`src/rtl/core_arf_scoreboard_pkg.sv`:
```
// Shared constants and types for the architectural register file scoreboard.
// The ARF has 16 registers and R0 reads as zero.
package core_pkg;

    localparam int REG_AW       = 4;
    localparam int NREG         = 16;
    localparam int SSC_EX       = 1;
    localparam int SSC_MEM      = 1;
    localparam int WB_PORTS_DEF = SSC_EX + SSC_MEM;

    typedef logic [REG_AW-1:0] reg_idx_t;

    // One-hot decode of a register index.
    function automatic logic [NREG-1:0] reg_onehot(input reg_idx_t r);
        logic [NREG-1:0] v;
        v    = '0;
        v[r] = 1'b1;
        return v;
    endfunction

endpackage

```
`src/rtl/core_arf_sb_cnt.sv`:
```
// Per-register in-flight write counter: up on issue, down on writeback,
// cleared on flush, flags a writeback that arrives with nothing pending.
module core_arf_sb_cnt #(
    parameter int CNT_W = 2
) (
    input  logic             clk_i,
    input  logic             arst_ni,
    input  logic             clr_i,
    input  logic             inc_i,
    input  logic             dec_i,
    output logic [CNT_W-1:0] cnt_o,
    output logic             underflow_o
);

    logic [CNT_W-1:0] cnt_reg;

    assign cnt_o       = cnt_reg;
    assign underflow_o = dec_i & ~inc_i & ~clr_i & (cnt_reg == '0);

    // Simultaneous inc and dec cancel; the issue gate keeps inc away from a full counter.
    always_ff @(posedge clk_i or negedge arst_ni) begin
        if (!arst_ni) begin
            cnt_reg <= '0;
        end else if (clr_i) begin
            cnt_reg <= '0;
        end else if (inc_i && !dec_i) begin
            cnt_reg <= cnt_reg + 1'b1;
        end else if (dec_i && !inc_i && (cnt_reg != '0)) begin
            cnt_reg <= cnt_reg - 1'b1;
        end
    end

endmodule

```
`src/rtl/core_arf_scoreboard.sv`:
```
// Register scoreboard: tracks pending writes per ARF register, gates issue on
// RAW hazards and full counters, and retires pending writes from the writeback ports.
module core_arf_scoreboard
    import core_pkg::*;
#(
    parameter int WB_PORTS  = WB_PORTS_DEF,
    parameter int CNT_W     = 2,
    parameter bit WB_BYPASS = 1'b1
) (
    input  logic                       clk_i,
    input  logic                       arst_ni,
    input  logic                       flush_i,
    input  logic                       iss_valid_i,
    output logic                       iss_ready_o,
    input  logic                       iss_rd_en_i,
    input  logic [REG_AW-1:0]          iss_rd_i,
    input  logic [1:0]                 iss_rs_en_i,
    input  logic [REG_AW-1:0]          iss_rs_a_i,
    input  logic [REG_AW-1:0]          iss_rs_b_i,
    input  logic [WB_PORTS-1:0]        wb_en_i,
    input  logic [WB_PORTS*REG_AW-1:0] wb_addr_i,
    output logic [NREG-1:0]            busy_o,
    output logic [15:0]                stall_cnt_o,
    output logic                       err_o
);

    localparam logic [CNT_W-1:0] CNT_MAX = {CNT_W{1'b1}};

    logic [NREG-1:0][CNT_W-1:0] cnt_q;
    logic [NREG-1:0]            wb_hit;
    logic [NREG-1:0]            busy_eff;
    logic [NREG-1:0]            inc_vec;
    logic [NREG-1:0]            underflow;
    logic                       wb_dup;
    logic                       raw;
    logic                       full;
    logic                       fire;
    logic [15:0]                stall_cnt_reg;
    logic                       err_reg;

    // Writeback decode; two ports hitting the same live register is a protocol error.
    always_comb begin
        reg_idx_t addr_p;
        reg_idx_t addr_q;
        wb_hit = '0;
        wb_dup = 1'b0;
        addr_p = '0;
        addr_q = '0;
        for (int p = 0; p < WB_PORTS; p++) begin
            addr_p = wb_addr_i[p*REG_AW +: REG_AW];
            if (wb_en_i[p]) begin
                wb_hit = wb_hit | reg_onehot(addr_p);
            end
            for (int q = p + 1; q < WB_PORTS; q++) begin
                addr_q = wb_addr_i[q*REG_AW +: REG_AW];
                if (wb_en_i[p] && wb_en_i[q] && (addr_p == addr_q) && (addr_p != '0)) begin
                    wb_dup = 1'b1;
                end
            end
        end
        wb_hit[0] = 1'b0;
    end

    assign cnt_q[0]     = '0;
    assign underflow[0] = 1'b0;

    generate
        for (genvar gi = 1; gi < NREG; gi++) begin : g_cnt
            core_arf_sb_cnt #(
                .CNT_W (CNT_W)
            ) u_cnt (
                .clk_i       (clk_i),
                .arst_ni     (arst_ni),
                .clr_i       (flush_i),
                .inc_i       (inc_vec[gi]),
                .dec_i       (wb_hit[gi]),
                .cnt_o       (cnt_q[gi]),
                .underflow_o (underflow[gi])
            );
        end

        // A last pending write retiring this cycle can release a source early.
        for (genvar gi = 0; gi < NREG; gi++) begin : g_busy
            assign busy_o[gi]   = (cnt_q[gi] != '0);
            assign busy_eff[gi] = busy_o[gi] &
                                  ~(WB_BYPASS && (cnt_q[gi] == CNT_W'(1)) && wb_hit[gi]);
        end
    endgenerate

    assign raw  = (iss_rs_en_i[0] & busy_eff[iss_rs_a_i]) |
                  (iss_rs_en_i[1] & busy_eff[iss_rs_b_i]);
    assign full = iss_rd_en_i & (iss_rd_i != '0) & (cnt_q[iss_rd_i] == CNT_MAX);

    assign iss_ready_o = ~flush_i & ~raw & ~full;
    assign fire        = iss_valid_i & iss_ready_o;
    assign inc_vec     = {NREG{fire & iss_rd_en_i}} & reg_onehot(iss_rd_i) & ~NREG'(1);

    always_ff @(posedge clk_i or negedge arst_ni) begin
        if (!arst_ni) begin
            stall_cnt_reg <= '0;
            err_reg       <= 1'b0;
        end else begin
            if (iss_valid_i && !iss_ready_o && (stall_cnt_reg != 16'hFFFF)) begin
                stall_cnt_reg <= stall_cnt_reg + 16'd1;
            end
            // Writebacks in a flush cycle are discarded, so they cannot raise an error.
            if (!flush_i && ((|underflow) || wb_dup)) begin
                err_reg <= 1'b1;
            end
        end
    end

    assign stall_cnt_o = stall_cnt_reg;
    assign err_o       = err_reg;

endmodule
```
`config.mk`:
```
export PLATFORM = sky130hd
export DESIGN_NAME = core_arf_scoreboard
export DESIGN_NICKNAME = d
export VERILOG_FILES = /design/src/rtl/core_arf_scoreboard_pkg.sv /design/src/rtl/core_arf_sb_cnt.sv /design/src/rtl/core_arf_scoreboard.sv
export SDC_FILE = /design/constraint.sdc
export NUM_CORES = 1
export LEC_CHECK = 0
export CAP_MARGIN = 5
export CORE_ASPECT_RATIO = 2
export CORE_MARGIN = 5
export CORE_UTILIZATION = 50
export CTS_CLUSTER_DIAMETER = 120
export DETAILED_ROUTE_END_ITERATION = 8
export MAX_ROUTING_LAYER = met4
export PLACE_DENSITY_LB_ADDON = 0.05
export SLEW_MARGIN = 5
export SYNTH_ARGS = -nofsm -noshare
export SYNTH_HDL_FRONTEND = slang
export SYNTH_HIERARCHICAL = 1
export SYNTH_SLANG_ARGS = --single-unit
export TNS_END_PERCENT = 10
```
`constraint.sdc`:
```
create_clock -name clk_i -period 4.5 [get_ports clk_i]
set_clock_uncertainty 0.05 [all_clocks]
set_input_delay 0.45 -clock clk_i [delete_from_list [all_inputs] [get_ports clk_i]]
set_output_delay 0.45 -clock clk_i [all_outputs]
set_load 0.02 [all_outputs]
```
==> After elaboration in Yosys (flattened, before gate mapping) <==
Cells that the tools add are included.
{ "totals": {"reg_bits": 47, "latchBits": 0, "ramBits": 0, "mem_bits_ro": 0, "inputBits": 29, "wordCells": 388, "memories": 0} }
{ "classes": {"addsub": 31, "mul": 0, "div": 0, "n_lt_le_gt_ge": 8, "n_eq_ne": 18, "n_shift": 0, "mux": 60, "bitwise": 104, "n_reduce_logical": 150} }
{ "op_table": {"columns": ["op", "count"], "rows": [
  ["2-bit two-way mux", 46],
  ["1-bit logical AND", 69],
  ["1-bit bitwise AND", 68],
  ["3-bit nonzero test", 15],
  ["1-bit NOT", 33],
  ["1-bit logical NOT", 32],
  ["16-bit two-way mux", 2],
  ["2-bit by 1-bit adder with 2-bit output (second input constant)", 15],
  ["2-bit by 1-bit == test with 1-bit output (second input constant)", 15],
  ["2-bit logical NOT", 15],
  ["2-bit nonzero test", 15],
  ["2-bit by 1-bit subtractor with 2-bit output (second input constant)", 15],
  ["4-bit by 5-bit < comparator with 1-bit output (second input constant)", 5],
  ["16-bit by 1-bit adder with 16-bit output (second input constant)", 1],
  ["16-bit bitwise AND", 1],
  ["16-bit inequality test (second input constant)", 1],
  ["16-bit bitwise OR", 1],
  ["15-bit OR reduction", 1],
  ["1-bit demux with 4-bit select", 3],
  ["4-bit by 1-bit greater-or-equal comparator with 1-bit output (second input constant)", 3],
  ["1-bit binary-select mux with 4-bit select", 2],
  ["2-bit binary-select mux with 4-bit select", 1],
  ["4-bit nonzero test", 2],
  ["1-bit two-way mux", 6],
  ["other kinds (4)", 4]
]} }

==> Depth between registers and ports, before layout <==
{ "logic_depth": {"word_depth": 27, "ltp_mapped": 16, "depth_no_buf": 14} }

==> Modules after synthesis <==
Netlist, hierarchy kept.
{ "modules_own_cells": {"columns": ["mod", "n_inst", "cells_each", "area_each_um2"], "rows": [
  ["core_arf_scoreboard", 1, 301, 2247.2],
  ["core_arf_sb_cnt", 15, 13, 130.1]
]} }

==> Least setup slack after synthesis <==
No wires, ideal clock.
{ "synth_path": {"kind": "in2reg", "from": "in wb_addr_i[1]", "to": "reg err_reg (netlist: err_o)", "setup_time_ns": 0.124, "arrival_time_ns": 3.545, "required_ns": 4.326, "setup_slack_ns": 0.781, "path_stages": 15, "path_buffers": 1, "cell_sequence": "buf_2 > or3b_1 > o221a_2 > and3_1 > a221oi_2 > a311oi_2 > a211oi_4 > nand3_2 > nor4b_1 > or4_1 > nor2_1 > nor4_1 > nand4_1 > nor2_1 > o21bai_1"} }
{ "synth_via": {"elab_chain_cells": 27, "word_cells_on_any_way": 134, "cone_classes": "2 x order compare; 1 x eq/ne; 9 x mux; 100 x bitwise; 22 x reduce/logical"} }
{ "synth_lines": {"columns": ["item", "line", "source"], "rows": [
  ["from (decl)", "core_arf_scoreboard.sv:21", "input logic [WB_PORTS*REG_AW-1:0] wb_addr_i,"],
  ["4-bit by 5-bit < comparator with 1-bit output (implied by the code) or 4-bit by 1-bit greater-or-equal comparator with 1-bit output (tied branches)", "core_arf_scoreboard_pkg.sv:17", "v[r] = 1'b1;"],
  ["1-bit logical AND (implied by the code)", "core_arf_scoreboard_pkg.sv:17", null],
  ["1-bit two-way mux (implied by the code)", "core_arf_scoreboard_pkg.sv:17", null],
  ["1-bit demux with 4-bit select *", "core_arf_scoreboard_pkg.sv:17", null],
  ["16-bit two-way mux *", "core_arf_scoreboard.sv:51", "if (wb_en_i[p]) begin"],
  ["16-bit bitwise OR", "core_arf_scoreboard.sv:52", "wb_hit = wb_hit | reg_onehot(addr_p);"],
  ["16-bit two-way mux *", "core_arf_scoreboard.sv:51", null],
  ["1-bit logical AND", "core_arf_scoreboard.sv:86", "~(WB_BYPASS && (cnt_q[gi] == CNT_W'(1)) && wb_hit[gi]);"],
  ["[... 11 more ...]", null, null],
  ["16-bit bitwise AND *", "core_arf_scoreboard.sv:96", "assign inc_vec = {NREG{fire & iss_rd_en_i}} & reg_onehot(iss_rd_i) & ~NREG'(1);"],
  ["net inc_vec[2]", "core_arf_scoreboard.sv:32", "logic [NREG-1:0] inc_vec;"],
  ["1-bit NOT *", "core_arf_sb_cnt.sv:18", "assign underflow_o = dec_i & ~inc_i & ~clr_i & (cnt_reg == '0);"],
  ["1-bit bitwise AND * (3 in series)", "core_arf_sb_cnt.sv:18", null],
  ["net underflow[2]", "core_arf_scoreboard.sv:33", "logic [NREG-1:0] underflow;"],
  ["15-bit OR reduction *", "core_arf_scoreboard.sv:107", "if (!flush_i && ((|underflow) || wb_dup)) begin"],
  ["1-bit logical OR *", "core_arf_scoreboard.sv:107", null],
  ["1-bit logical AND *", "core_arf_scoreboard.sv:107", null],
  ["to (signal assigned)", "core_arf_scoreboard.sv:101", "err_reg <= 1'b0;"],
  ["to (signal assigned)", "core_arf_scoreboard.sv:108", "err_reg <= 1'b1;"],
  ["to (decl)", "core_arf_scoreboard.sv:39", "logic err_reg;"]
]} }
Mark *: on every way through the listed nets, which the timed path passes. The rest lies on a longest branch. The select of a mux whose other input is x is not followed.
A chain may end at the register's enable or synchronous reset.

==> Final worst setup path <==
{ "layout_path": {"from": "in wb_en_i[1]", "to": "reg err_reg (netlist: err_o)"} }
{ "layout_via": {"elab_chain_cells": 21, "word_cells_on_any_way": 126, "cone_classes": "6 x mux; 99 x bitwise; 21 x reduce/logical"} }
{ "layout_lines": {"columns": ["item", "line", "source"], "rows": [
  ["from (decl)", "core_arf_scoreboard.sv:20", "input logic [WB_PORTS-1:0] wb_en_i,"],
  ["16-bit two-way mux *", "core_arf_scoreboard.sv:51", null],
  ["net wb_hit[3]", "core_arf_scoreboard.sv:30", "logic [NREG-1:0] wb_hit;"],
  ["1-bit logical AND *", "core_arf_scoreboard.sv:86", null],
  ["1-bit NOT *", "core_arf_scoreboard.sv:86", null],
  ["1-bit bitwise AND *", "core_arf_scoreboard.sv:85", "assign busy_eff[gi] = busy_o[gi] &"],
  ["1-bit binary-select mux with 4-bit select (on tied branches)", "core_arf_scoreboard.sv:90, core_arf_scoreboard.sv:91", null],
  ["1-bit two-way mux (on tied branches)", "core_arf_scoreboard.sv:90, core_arf_scoreboard.sv:91", null],
  ["1-bit bitwise AND (on tied branches)", "core_arf_scoreboard.sv:90, core_arf_scoreboard.sv:91", null],
  ["[... 6 more ...]", null, null],
  ["16-bit bitwise AND *", "core_arf_scoreboard.sv:96", null],
  ["net inc_vec[4]", "core_arf_scoreboard.sv:32", null],
  ["1-bit NOT *", "core_arf_sb_cnt.sv:18", null],
  ["1-bit bitwise AND * (3 in series)", "core_arf_sb_cnt.sv:18", null],
  ["net underflow[4]", "core_arf_scoreboard.sv:33", null],
  ["15-bit OR reduction *", "core_arf_scoreboard.sv:107", null],
  ["1-bit logical OR *", "core_arf_scoreboard.sv:107", null],
  ["1-bit logical AND *", "core_arf_scoreboard.sv:107", null]
]} }
Marked as above.

==> results by group <==
Status
  • Outcome: finished clean

STA
  • FMAX: 233 MHz
  • Crit path time final: 4.28 ns
  • Max_slew headroom: 0.583
  • Final hold violations: 0
  • Final max-slew violation count: 0
  • Final Cycle Share: 0.952
  • Setup TNS Final: 0 ns
  • RSZ-0062 raised after global routing: false
  • Final setup vio count: 0
  • Worst Tran Pin Value: 0.626 ns

Routing
  • Vias per cell: 6.53
  • WL/cell: 20.9 um
  • Residual DRC count: 0
  • Total Wirelength: about 14 mm
  • Final ANT Viol Nets: 0
  • First-pass iteration count of the detailed router: 5
  • Initial DRC count: 279
  • DR vias: ~4500

Global routing
  • Largest net degree at the start of global routing: 48
  • Total GRT Usage: 0.287
  • Vias in the first global route: 4251
  • Global route overflow: 0
  • First-pass GRT wire length: 22.3 mm
  • Initial antenna violation count: 0

Synthesis
  • Ys Warns: 6
  • Unique masters post-synth: 69
  • Cell area after synthesis: 4200 um^2
  • Cell accounting for the most synthesized area: dfrtp_1
  • Seq/Total Area, Yosys: 0.280
  • EDFF count, synth: 0
  • Syn Nets: 526
  • Seq cells post-synth: 47
  • Synth top area share: 0.280
  • Primary FF master, synth: dfrtp_1
  • Top post-synthesis cells by area: dfrtp_1 (28%), and4b_2 (4.0%), or3b_1 (3.8%), a2111oi_1 (3.6%), xor2_1 (3.5%)
  • Synth async-reset ratio: 1.00
  • Avg Cell Area, Syn: approximately 8.5 um^2
  • Mapped Cells: 496

Cells and area
  • Fillers: between 700 and 800
  • Final Instance Area: 5260 um^2
  • Sequential cell area: roughly 1200 um^2
  • Layout cell share with drive strength beyond 1: 0.159
  • Layout area overhead: 25.2%
  • Non-filler instance count after layout: around 700
  • Final Core Density: 0.638
  • Multi-input gate area: 2830 um^2
  • Nets@finish: slightly above 600
  • Diode count: 0

Die
  • DIE AREA: 10400 um^2
  • Num ports: 63
  • Rows: 47
  • Die Y: 140 um
  • Chip width: 74.8 um
  • Initial core utilization: 0.510
  • Core area: between 8000 and 9000 um^2

Clock tree
  • H-tree levels: 2
  • Clk pin slew, worst setup/hold paths: 0.07 ns
  • TritonCTS clock tree: done
  • Num CTS Buffers: 5
  • Clock Sinks: between 40 and 50
  • Post-CTS Setup Bufs: 0
  • # hold bufs at CTS: 0
  • # resized after CTS: 0
  • Maximum clock insertion buffer count: 2
  • Worst-skew pair later-pin latency: 0.30 ns
  • Root buffer cell: clkbuf_16

Worst hold path
  • Min-delay worst type: in -> async

Setup path
  • CP max stage cell: clkdlybuf4s50_1
  • Kind of critical path: in -> reg
  • Crit path DAT: around 4.4 ns
  • Crit start category: primary input
  • CP max stage delay: 0.56 ns
  • Worst path cell trace: clkdlybuf4s50_1 -> or3b_1 -> o22ai_2 -> o21bai_2 -> a221oi_2 -> o32ai_1 -> a211oi_4 -> nand3_2 -> buf_4 -> nor4_1 -> or4_1 -> nor2_1 -> nor4_1 -> nand4_1 -> nor2_1 -> o21bai_1
  • CP Capture Type: register
  • CP required: 4.62 ns
  • Worst Path Max Fanout: 9

Run
  • Max-cap violation count: 0

Placement
  • Cells after DPL: slightly below 700
  • GP Congestion: between 1 and 1.5
  • Dpl cell area: 5110 um^2
  • Count of input and output buffers: 61
  • Post-DP HPWL: 10.8 mm

Pwr
  • Power per Cell Area: 235 nW/um^2
  • Pleak: between 2 and 2.5 nW
  • Peak VDD IR: 196 uV
-- registers in the layout, indices dropped and copies added, names as in the netlist --
register / count
stall_cnt_o: 16
g_cnt.u_cnt/cnt_o: 30
err_o: 1
-- logic make-up (layout without fill, tap and decap cells) --
family,after synthesis,count (layout),synth area share
xor+xnor,33,33,0.0688
buf+inv,47,135,0.0462
other cells,1,1,0.000893
flops,47,47,0.280
compound gates,146,146,0.262
simple gates,217,217,0.326
fa+ha+maj,1,1,0.00298
mux,4,4,0.0131
-- layout make-up --
| type | count | share of cell area |
|---|---|---|
| Clock buffer | 5 | 0.0238 |
| Clock inverter | 3 | 0.00357 |
| Inverter | 31 | 0.0221 |
| Multi-Input combinational cell | 402 | 0.538 |
| Sequential cell | 47 | 0.224 |
| Tap cell | 98 | 0.0233 |
| Timing Repair Buffer | 96 | 0.165 |
-- report_power, final --
group          internal (W)  switching [W]  total [W]
Combinational      0.000159       0.000189   0.000347
Sequential         0.000454      0.0000485   0.000502
Clock              0.000207       0.000178   0.000384
Total              0.000819       0.000415    0.00123
-- cell usage after synthesis (11+ instances only) --
| master | count |
|---|---|
| xor2_1 | 17 |
| dfrtp_1 | 47 |
| or4_1 | 16 |
| or3b_1 | 18 |
| a21oi_1 | 25 |
| nor2_1 | 34 |
| a2111oi_1 | 15 |
| a221oi_1 | 15 |
| xnor2_1 | 16 |
| and3_1 | 11 |
| or2_2 | 17 |
| a21boi_0 | 15 |
| nand2b_1 | 11 |
| and4b_2 | 15 |
| o21ai_0 | 24 |
| inv_1 | 30 |
| nand2_1 | 24 |
| nand3_1 | 19 |
-- critical path: cells and delay by family --
kind	cells	cell delay, ns
AND/OR/NAND/NOR	8	1.89
buffers and inverters	2	0.77
AO/OA/AOI/OAI	6	1.28
-- cell usage in the layout, fill, tap and decap left out, types with 4 or more instances in the layout --
cell,n
nand3_1,19
nand4_1,7
a2111oi_1,15
dfrtp_1,47
nor3_1,10
clkdlybuf4s50_1,60
a22oi_1,5
clkbuf_16,5
nand2_1,24
a221oi_1,15
and4b_2,15
buf_4,35
a21oi_1,25
or3b_1,18
xor2_1,17
nor4_2,4
a211oi_1,4
nand2b_1,11
nor4_1,8
o221ai_1,4
a21boi_0,15
and3_1,11
or2_2,17
xnor2_1,16
o22ai_1,5
a31oi_1,4
o21ai_0,24
or4_1,16
nor2_1,34
o2111ai_1,5
nor2b_1,7
inv_1,30
-- per-stage QoR --
step	power, W	setup WS, ns	hold slack, ns
2_1_floorplan	0.000684	0.781	0.104
3_5_place_dp	0.000857	-0.00753	0.431
5_1_grt	0.00129	0.0632	0.259
4_1_cts	0.00124	0.286	0.226
6_report	0.00123	0.217	0.201
3_3_place_gp	0.000848	-0.0580	0.419
-- final timing paths --
path                                                startpoint                             endpoint  slack [ns]  cells past startpoint
setup reg to reg           g_cnt[1].u_cnt/cnt_o[1]$_DFFE_PN0P_                    err_o$_DFFE_PN0P_        0.70                     14
hold / removal                                         arst_ni           stall_cnt_o[4]$_DFFE_PN0P_        0.20                      2
setup / recovery                                    wb_en_i[1]                    err_o$_DFFE_PN0P_        0.22                     16
hold reg to reg                     stall_cnt_o[8]$_DFFE_PN0P_           stall_cnt_o[8]$_DFFE_PN0P_        0.44                      1
min in group clk_i                  stall_cnt_o[8]$_DFFE_PN0P_           stall_cnt_o[8]$_DFFE_PN0P_        0.44                      1
max in group asynchronous                              arst_ni  g_cnt[9].u_cnt/cnt_o[1]$_DFFE_PN0P_        3.77                      2
-- layer usage --
metal  wire length (um)  vias to the layer above  track usage
met5                  0                        -            -
met4                830                        0        0.147
met3                699                       42       0.0332
met2               7620                      172        0.500
met1               5080                     2146        0.304
li1                   -                     2095            -
No activity file was read; power rests on OpenSTA's default activity.
